==> config.mk <==
export PLATFORM = sky130hd
export DESIGN_NAME = ecc_scrub_ctrl_flat
export DESIGN_NICKNAME = d
export VERILOG_FILES = /design/src/rtl/ecc_scrub_ctrl_pkg.sv /design/src/rtl/ecc_scrub_ctrl_if.sv /design/src/rtl/ecc_scrub_ctrl_block_fix.sv /design/src/rtl/ecc_scrub_ctrl.sv /design/src/flat_wrapper.sv
export SDC_FILE = /design/constraint.sdc
export NUM_CORES = 1
export LEC_CHECK = 0
export CAP_MARGIN = 20
export CORE_UTILIZATION = 46
export DETAILED_ROUTE_END_ITERATION = 10
export HOLD_SLACK_MARGIN = 0.02
export PLACE_DENSITY = 0.86
export SYNTH_ARGS = -nofsm -noshare
export SYNTH_HDL_FRONTEND = slang
export SYNTH_SLANG_ARGS = --single-unit
==> constraint.sdc <==
create_clock -name clk -period 1.8 [get_ports clk]
set_input_delay 0.36 -clock clk [delete_from_list [all_inputs] [get_ports clk]]
set_output_delay 0.36 -clock clk [all_outputs]
set_load 0.1 [all_outputs]
==> src/rtl/ecc_scrub_ctrl_pkg.sv <==
// Shared types and helpers for the ECC scrub controller: FSM state encoding,
// the syndrome values that point at a data bit, and the Hamming(7,4) syndrome.
package ecc_scrub_pkg;

    typedef enum logic [2:0] {
        IDLE,
        ARM,
        CHECK,
        CORRECT,
        WAIT
    } scrub_state_t;

    // Syndrome {s2,s1,s0} that identifies a flipped data bit.
    // 001/010/100 point at a parity bit and need no data repair.
    localparam logic [2:0] SYN_D3 = 3'b011;
    localparam logic [2:0] SYN_D2 = 3'b101;
    localparam logic [2:0] SYN_D1 = 3'b110;
    localparam logic [2:0] SYN_D0 = 3'b111;

    // Recompute one block's syndrome from stored parity p and live data d.
    function automatic logic [2:0] hamming_syndrome(input logic [2:0] p, input logic [3:0] d);
        hamming_syndrome = {p[2] ^ d[2] ^ d[1] ^ d[0],
                            p[1] ^ d[3] ^ d[1] ^ d[0],
                            p[0] ^ d[3] ^ d[2] ^ d[0]};
    endfunction

endpackage

==> src/rtl/ecc_scrub_ctrl_if.sv <==
// Corrected-word handshake from the scrubber back to the counter stage.
interface ecc_scrub_ctrl_if #(
    parameter int WIDTH = 4
);
    logic             corr_valid;
    logic [WIDTH-1:0] corr_data;
    logic             corr_ready;

    modport master (output corr_valid, output corr_data, input corr_ready);
    modport slave  (input corr_valid, input corr_data, output corr_ready);
endinterface

==> src/rtl/ecc_scrub_ctrl_block_fix.sv <==
// Single Hamming(7,4) block repair: flips the data bit named by the syndrome.
module ecc_block_fix
    import ecc_scrub_pkg::*;
(
    input  logic [2:0] syn_i,
    input  logic [3:0] data_i,
    output logic [3:0] fixed_o,
    output logic       data_err_o
);

    // Decode the syndrome into a single data-bit flip; parity-only syndromes pass through.
    always_comb begin
        fixed_o    = data_i;
        data_err_o = 1'b0;
        case (syn_i)
            SYN_D3: begin fixed_o[3] = ~data_i[3]; data_err_o = 1'b1; end
            SYN_D2: begin fixed_o[2] = ~data_i[2]; data_err_o = 1'b1; end
            SYN_D1: begin fixed_o[1] = ~data_i[1]; data_err_o = 1'b1; end
            SYN_D0: begin fixed_o[0] = ~data_i[0]; data_err_o = 1'b1; end
            default: ;
        endcase
    end

endmodule

==> src/rtl/ecc_scrub_ctrl.sv <==
// ECC scrub controller: while the counter is held, periodically re-checks the
// live value against stored parity, returns a corrected word and logs errors.
module ecc_scrub_ctrl
    import ecc_scrub_pkg::*;
#(
    parameter int WIDTH          = 4,
    parameter int SCRUB_INTERVAL = 16,
    parameter int ERR_CNT_W      = 8,
    localparam int BLOCKS        = WIDTH / 4,
    localparam int PARITY_BITS   = BLOCKS * 3
) (
    input  logic                   clk,
    input  logic                   reset,
    input  logic                   enable,
    input  logic [WIDTH-1:0]       counter,
    input  logic [PARITY_BITS-1:0] parity_stored,
    ecc_scrub_ctrl_if.master       corr_if,
    output logic                   scrub_busy,
    output logic [PARITY_BITS-1:0] err_syndrome,
    output logic [ERR_CNT_W-1:0]   err_count,
    output logic                   err_sticky
);

    // Interval counter only has to hold SCRUB_INTERVAL-1.
    localparam int               CNT_W    = (SCRUB_INTERVAL > 2) ? $clog2(SCRUB_INTERVAL) : 1;
    localparam logic [CNT_W-1:0] CNT_LOAD = CNT_W'(SCRUB_INTERVAL - 1);

    scrub_state_t                state_q, state_d;
    logic                        enable_dly_q;
    logic                        busy_q;
    logic                        corr_valid_q;
    logic [WIDTH-1:0]            corr_data_q;
    logic [CNT_W-1:0]            ivl_cnt_q;
    logic [PARITY_BITS-1:0]      err_syn_q;
    logic [ERR_CNT_W-1:0]        err_cnt_q;
    logic                        err_sticky_q;

    logic [BLOCKS-1:0][2:0]      syn_w;
    logic [BLOCKS-1:0][3:0]      fixed_w;
    logic [BLOCKS-1:0]           derr_w;
    logic                        syn_nz;
    logic                        any_derr;
    logic                        enable_fall;

    // Per-block syndrome and repair; blocks are independent.
    for (genvar b = 0; b < BLOCKS; b++) begin : g_blk
        assign syn_w[b] = hamming_syndrome(parity_stored[b*3 +: 3], counter[b*4 +: 4]);

        ecc_block_fix u_fix (
            .syn_i      (syn_w[b]),
            .data_i     (counter[b*4 +: 4]),
            .fixed_o    (fixed_w[b]),
            .data_err_o (derr_w[b])
        );
    end

    assign syn_nz      = |syn_w;
    assign any_derr    = |derr_w;
    assign enable_fall = enable_dly_q && !enable;

    // Next-state logic; enable high pulls every active state back to IDLE.
    always_comb begin
        state_d = state_q;
        case (state_q)
            IDLE:    if (enable_fall) state_d = ARM;
            ARM:     state_d = CHECK;
            CHECK:   state_d = any_derr ? CORRECT : WAIT;
            CORRECT: if (corr_valid_q && corr_if.corr_ready) state_d = WAIT;
            WAIT:    if (ivl_cnt_q == '0) state_d = CHECK;
            default: state_d = IDLE;
        endcase
        if (enable && (state_q != IDLE)) state_d = IDLE;
    end

    // State register plus outputs that are registered alongside the state.
    always_ff @(posedge clk or negedge reset) begin
        if (!reset) begin
            state_q      <= IDLE;
            enable_dly_q <= 1'b0;
            busy_q       <= 1'b0;
            corr_valid_q <= 1'b0;
        end else begin
            state_q      <= state_d;
            enable_dly_q <= enable;
            busy_q       <= (state_d != IDLE);
            corr_valid_q <= (state_d == CORRECT);
        end
    end

    // Corrected word is captured in CHECK and held untouched through CORRECT.
    always_ff @(posedge clk or negedge reset) begin
        if (!reset) begin
            corr_data_q <= '0;
        end else if (state_q == CHECK) begin
            corr_data_q <= fixed_w;
        end
    end

    // Interval counter: loaded on WAIT entry, counts down to the next CHECK.
    always_ff @(posedge clk or negedge reset) begin
        if (!reset) begin
            ivl_cnt_q <= '0;
        end else if ((state_d == WAIT) && (state_q != WAIT)) begin
            ivl_cnt_q <= CNT_LOAD;
        end else if ((state_q == WAIT) && (ivl_cnt_q != '0)) begin
            ivl_cnt_q <= ivl_cnt_q - 1'b1;
        end
    end

    // Error log: any nonzero CHECK is logged even if the scrub is being aborted.
    always_ff @(posedge clk or negedge reset) begin
        if (!reset) begin
            err_syn_q    <= '0;
            err_cnt_q    <= '0;
            err_sticky_q <= 1'b0;
        end else if ((state_q == CHECK) && syn_nz) begin
            err_syn_q    <= syn_w;
            err_sticky_q <= 1'b1;
            if (err_cnt_q != {ERR_CNT_W{1'b1}}) err_cnt_q <= err_cnt_q + 1'b1;
        end
    end

    assign corr_if.corr_valid = corr_valid_q;
    assign corr_if.corr_data  = corr_data_q;
    assign scrub_busy         = busy_q;
    assign err_syndrome       = err_syn_q;
    assign err_count          = err_cnt_q;
    assign err_sticky         = err_sticky_q;

endmodule

==> src/flat_wrapper.sv <==
// flat-port wrapper written by rule: the top's interface ports become plain ports
module ecc_scrub_ctrl_flat import ecc_scrub_pkg::*;
#(
    parameter int WIDTH          = 4,
    parameter int SCRUB_INTERVAL = 16,
    parameter int ERR_CNT_W      = 8,
    localparam int BLOCKS        = WIDTH / 4,
    localparam int PARITY_BITS   = BLOCKS * 3
)
  (clk, reset, enable, counter, parity_stored, scrub_busy, err_syndrome, err_count, err_sticky, corr_if_corr_valid, corr_if_corr_data, corr_if_corr_ready);
  ecc_scrub_ctrl_if #(.WIDTH(WIDTH)) corr_if_i ();
  input  logic clk;
  input  logic reset;
  input  logic enable;
  input  logic [WIDTH-1:0] counter;
  input  logic [PARITY_BITS-1:0] parity_stored;
  output logic scrub_busy;
  output logic [PARITY_BITS-1:0] err_syndrome;
  output logic [ERR_CNT_W-1:0] err_count;
  output logic err_sticky;
  output wire logic [$bits(corr_if_i.corr_valid)-1:0] corr_if_corr_valid;
  output wire logic [$bits(corr_if_i.corr_data)-1:0] corr_if_corr_data;
  input wire logic [$bits(corr_if_i.corr_ready)-1:0] corr_if_corr_ready;
  assign corr_if_corr_valid = corr_if_i.corr_valid;
  assign corr_if_corr_data = corr_if_i.corr_data;
  assign corr_if_i.corr_ready = corr_if_corr_ready;
  ecc_scrub_ctrl #(.WIDTH(WIDTH), .SCRUB_INTERVAL(SCRUB_INTERVAL), .ERR_CNT_W(ERR_CNT_W)) u_core (.clk(clk), .reset(reset), .enable(enable), .counter(counter), .parity_stored(parity_stored), .corr_if(corr_if_i), .scrub_busy(scrub_busy), .err_syndrome(err_syndrome), .err_count(err_count), .err_sticky(err_sticky));
endmodule
* Word level (Yosys, flattened, before mapping)
Index checks and enable logic that the tools add are counted.
** Storage, ports and cells
- Flip-flop bits (word level) :: 26
- Latch bits :: 0
- Memory bits (writable) :: 0
- ROM bits :: 0
- Input port bits :: 11
- Output and inout port bits :: 18
- Memories :: 0
** Cells by class
- $add $sub $neg :: 2
- $mul :: 0
- Divide/modulo/power cells :: 0
- Magnitude comparators :: 0
- Equal/unequal tests :: 12
- Shift operators :: 0
- Multiplexer cells :: 13
- Bitwise logic cells :: 13
- Reduce and logical (&&, ||, !) cells :: 16
** Operators with widths (count)
- == test 3 bit, second input constant :: 5
- two-way mux 3 bit :: 5
- case mux 3 bit (5 select lines) :: 1
- == test 3 x 2 -> 1 bit, second input constant :: 4
- XOR 1 bit :: 9
- adder 8 x 1 -> 8 bit, second input constant :: 1
- two-way mux 4 bit :: 2
- inequality test 8 bit, second input constant :: 1
- logical AND 1 bit :: 6
- nonzero test 3 bit :: 2
- two-way mux 1 bit :: 5
- zero test 4 bit :: 1
- NOT 1 bit :: 4
- nonzero test 4 bit :: 1
- OR reduction 4 bit :: 1
- subtractor 4 x 1 -> 4 bit, second input constant :: 1
- == test 3 x 1 -> 1 bit, second input constant :: 1
- zero test 3 bit :: 1
- inequality test 3 bit, second input constant :: 1
- OR reduction 3 bit :: 1
- AND reduction 2 bit :: 1
- nonzero test 2 bit :: 1
- zero test 1 bit :: 1

* Depth between registers and ports, before layout
- Depth after elaboration :: 12
- Depth in mapped cells :: 6
- Gate-level depth less buffers :: 6

* By module
From an unflattened synthesis, not the netlist that was laid out.
** Second synthesis, totals
- Cell total of the unflattened synthesis :: 121
- Area, all modules :: 1356.3 µm²
** By module, submodules not included
- ecc_scrub_ctrl :: instances 1, cells an instance 112, area an instance 1282.5 µm²
- ecc_block_fix :: instances 1, cells an instance 9, area an instance 73.8 µm²

* Worst setup path after synthesis
No wires, ideal clock.
- Path type :: flip-flop to flip-flop
- From :: register u_core.err_cnt_q[2], in the netlist u_core.err_count[2]
- To :: register u_core.err_cnt_q[1], in the netlist u_core.err_count[1]
- Arrival :: 2.004 ns
- Required time :: 1.674 ns
- Setup slack :: -0.330 ns
- Cell stages (with the launch flop) :: 5
- Path buffers :: 0
- Cell sequence :: dfrtp_1 -> and4_1 -> nand4_1 -> o311ai_4 -> mux2_2
** On the way
- Word-level cells in the longest chain between the ends :: 2
** RTL lines
- start: declaration :: line ecc_scrub_ctrl.sv:35 : logic [ERR_CNT_W-1:0] err_cnt_q;
- start signal: assignment :: line ecc_scrub_ctrl.sv:119 : if (err_cnt_q != {ERR_CNT_W{1'b1}}) err_cnt_q <= err_cnt_q + 1'b1;
- inequality test 8 bit :: line ecc_scrub_ctrl.sv:119
- AND reduction 2 bit (no source line)
Every way passes these cells.
A chain may end at the register's enable or synchronous reset.

* Worst setup path in the final report
- From :: input parity_stored[0]
- To :: register u_core.ivl_cnt_q[1]
** On the way
- Word-level cells in the longest chain between the ends :: 12
- Elaborated cells on any way between the ends :: 16
- Those cells by class :: eq/ne: 5; mux: 5; bitwise: 3; reduce/logical: 3
** RTL lines
- start: declaration :: line flat_wrapper.sv:16 : input logic [PARITY_BITS-1:0] parity_stored;
- XOR 1 bit * (3 in series) :: line ecc_scrub_ctrl_pkg.sv:24 : p[0] ^ d[3] ^ d[2] ^ d[0]};
- == test 3 bit or == test 3 x 2 -> 1 bit (tied branches) :: line ecc_scrub_ctrl_block_fix.sv:15 : case (syn_i)
- OR reduction 4 bit (no source line) *
- two-way mux 1 bit * :: line ecc_scrub_ctrl_block_fix.sv:15
- two-way mux 3 bit * :: line ecc_scrub_ctrl.sv:67 : CHECK: state_d = any_derr ? CORRECT : WAIT;
- case mux 3 bit (5 select lines) * :: line ecc_scrub_ctrl.sv:64 : case (state_q)
- two-way mux 3 bit * :: line ecc_scrub_ctrl.sv:72 : if (enable && (state_q != IDLE)) state_d = IDLE;
- == test 3 bit * :: line ecc_scrub_ctrl.sv:103 : end else if ((state_d == WAIT) && (state_q != WAIT)) begin
- logical AND 1 bit * :: line ecc_scrub_ctrl.sv:103
- two-way mux 4 bit or nonzero test 2 bit (tied branches)
- end signal: assignment :: line ecc_scrub_ctrl.sv:106 : ivl_cnt_q <= ivl_cnt_q - 1'b1;
- end: declaration :: line ecc_scrub_ctrl.sv:33 : logic [CNT_W-1:0] ivl_cnt_q;
Every way passes the cells marked *; elsewhere a longest branch is shown, timed or not.

==> impl_metrics.ini <==
[layout]
final_core_util = 0.765
area_growth_pct = 58.0
regArea_um2 = 664
nets = 216
stdcell_count = 246
diodes = 0
mostFrequentLayoutCell = buf_4
layout-drive-gt1-share = 0.426
postLayoutCellArea_um2 = 2330
multi_input_area_um2 = 847
fill_cells = 199
final_cell_mix = buf_4, buf_12, dfrtp_1

[logic_synthesis]
syn_avg_cell_area_um2 = 10.4
synth_nets = 155
synthFlopType = dfrtp_1
ys_ff_latch = 26
synth_top_area_frac = 0.440
yosys_warnings = 0
synth_cells = 142
synth_cell_types = 45
synth.cell_area_um2 = 1480
synth_area_leaders = dfrtp_1, xnor2_1, nand2_1
synth.largest_area_cell = dfrtp_1
async_flop_share = 1.00
yosysSeqAreaShare = 0.440
synth_edf_count = 0

[floorplanning]
dieArea_um2 = 3440
io_pins = 29
die_h_um = 58.7
core_area_um2 = 3050
die_w_um = 58.7
rows = 20
start_util = 0.484

[placed_design]
placed_area_um2 = 2190
io_buffer_count = 28
dpl.hpwl_um = 2770
dpl_worst_slack_ns = -0.600
gp_congestion = 0.788
place_inst = 236

[global_route]
grt_max_degree = 27
grt.total_usage = 0.232
antenna_found_initial = 0
grt_pass1_vias = 1353
overflow = 0
grt_pass1_wl_um = 5950

[clocking]
hold_buffers = 0
htreeDepth = 1
cts_buffers = 3
root_buffer = clkbuf_4
cts_sinks = 26
clk_latency_ns = 0.32
clockBufferDepth = 2
cts_tree = built
path_clk_slew_ns = 0.15

[timing]
max_freq_mhz = 567
fin_crit_sh = 0.979
fin_ws_ns = 0.0374
setup_viol = 0
report.final.slew_viol_count = 0
timing.hold.ws_ns = 0.373
slew_headroom = 0.745
hold_viol = 0
fin_crit_ns = 1.76
worstMarginPinSlew_ns = 0.383
setup-tns-final_ns = 0
finClkSkew_ns = 0.00996

[worst_setup_path]
critical_path_arrival_ns = 2.01
cp-end-kind = register
crit_type = input pin to register
cp.required_ns = 2.05
critPathSlowestCell = clkdlybuf4s50_1
cp_num_buf_inv = 1
worstPathCellList = clkdlybuf4s50_1 -> xnor2_2 -> xnor2_2 -> maj3_2 -> a32o_2 -> a22oi_2
cp_max_fo = 4
startpoint_type = input pin
critical-path-top-delay-family = buffers and inverters
critPathMostFrequentCell = xnor2_2
critPathMaxStageDelay_ns = 0.44

[route]
routed_wl_um = 3680
ant_nets = 0
vias_per_cell = 5.30
wl_per_cell_um = 14.9
dr.pass1.iters = 4
vias = 1304
drt_iter0_drc = 33
drc = 0

[pwr]
powerDensity_nw_per_um2 = 1810
leakagePower_nw = 1.01
finalPower_mw = 4.21
peakVddDrop_uv = 1440

[status]
status = finished, final reports clean

[run]
cap_violations = 0

[min_path]
hold_class = input pin to async pin
worst register-to-register path, delay by kind of cell (launching register included):
family	cells	cell delay [ns]
compound gates	2	0.35
flops	1	0.40
simple gates	3	0.92
metal layers:
| layer | global-route usage | part of all wire | vias up |
|---|---|---|---|
| met5 | 0 | 0 | - |
| met4 | 0.0952 | 0.0073 | 0 |
| met3 | 0.0198 | 0.027 | 2 |
| met2 | 0.447 | 0.57 | 30 |
| met1 | 0.261 | 0.39 | 655 |
| li1 | - | - | 617 |
state kept, by name, summed over array words and instances (netlist names):
register and cells:
u_core.corr_if.corr_data 4, u_core.corr_if.corr_valid 1, u_core.enable_dly_q 1, u_core.err_count 8, u_core.err_sticky 1, u_core.err_syndrome 3
u_core.ivl_cnt_q 4, u_core.scrub_busy 1, u_core.state_q 3
path summary, 6_finish.rpt:
check                                                     start                             endpoint  slack, ns  depth (start not counted)
worst max-delay path                           parity_stored[0]      u_core.ivl_cnt_q[1]$_DFFE_PN0P_       0.04                          6
worst min-delay path                                      reset        u_core.enable_dly_q$_DFF_PN0_       0.37                          2
worst max register to register      u_core.state_q[1]$_DFF_PN0_      u_core.ivl_cnt_q[3]$_DFFE_PN0P_       0.06                          5
worst min register to register  u_core.ivl_cnt_q[0]$_DFFE_PN0P_      u_core.ivl_cnt_q[0]$_DFFE_PN0P_       0.53                          2
max in group asynchronous                                 reset  u_core.corr_if.corr_valid$_DFF_PN0_       1.14                          2
min in group clk                u_core.ivl_cnt_q[0]$_DFFE_PN0P_      u_core.ivl_cnt_q[0]$_DFFE_PN0P_       0.53                          2
cells in the mapped netlist, types with 2 or more instances:
cell type and instances:
buf_2 2, or2_1 2, mux2_2 2, nor3b_1 4, a31oi_1 2, nor3_1 5, xor2_1 5, nand2b_1 4
a21oi_1 2, dfrtp_1 26, nor2_1 8, nand3_1 5, ha_1 2, nand3b_1 2, xnor2_1 11, a211oi_1 2
nand2_1 15, o31ai_1 2, o21ai_0 11, inv_1 5
logic make-up after synthesis:
group | count (synthesis) | synth area share
adders and majority gates | 4 | 0.0313
and+or+nand+nor | 54 | 0.202
DFF | 26 | 0.440
AOI/OAI and AO/OA | 27 | 0.133
buffers and inverters | 9 | 0.0296
muxes | 3 | 0.0229
xor gates and xnor gates | 19 | 0.141
report_power, final:
| part | leakage, nW | switching, mW | total (mW) | internal (mW) |
|---|---|---|---|---|
| Clock | 0.0279 | 0.177 | 0.402 | 0.225 |
| Combinational | 0.686 | 1.68 | 2.77 | 1.09 |
| Sequential | 0.301 | 0.244 | 1.04 | 0.797 |
| Total | 1.01 | 2.10 | 4.21 | 2.11 |
timing repair:
item | 4_1_cts | 5_1_grt
setup buffers | 3 | 3
pin swaps | 10 | 6
setup endpoints to repair | 20 | 9
gates resized for setup | 10 | 5
final cells by class:
class	instances	share of cell area
flip-flops and latches	26	0.285
repair buffers	60	0.298
inverters	5	0.00804
clock inverters	1	0.0129
multi-input cells	107	0.363
clock buffers	3	0.00965
well taps	44	0.0236
Power figures use the tool's default switching activity.
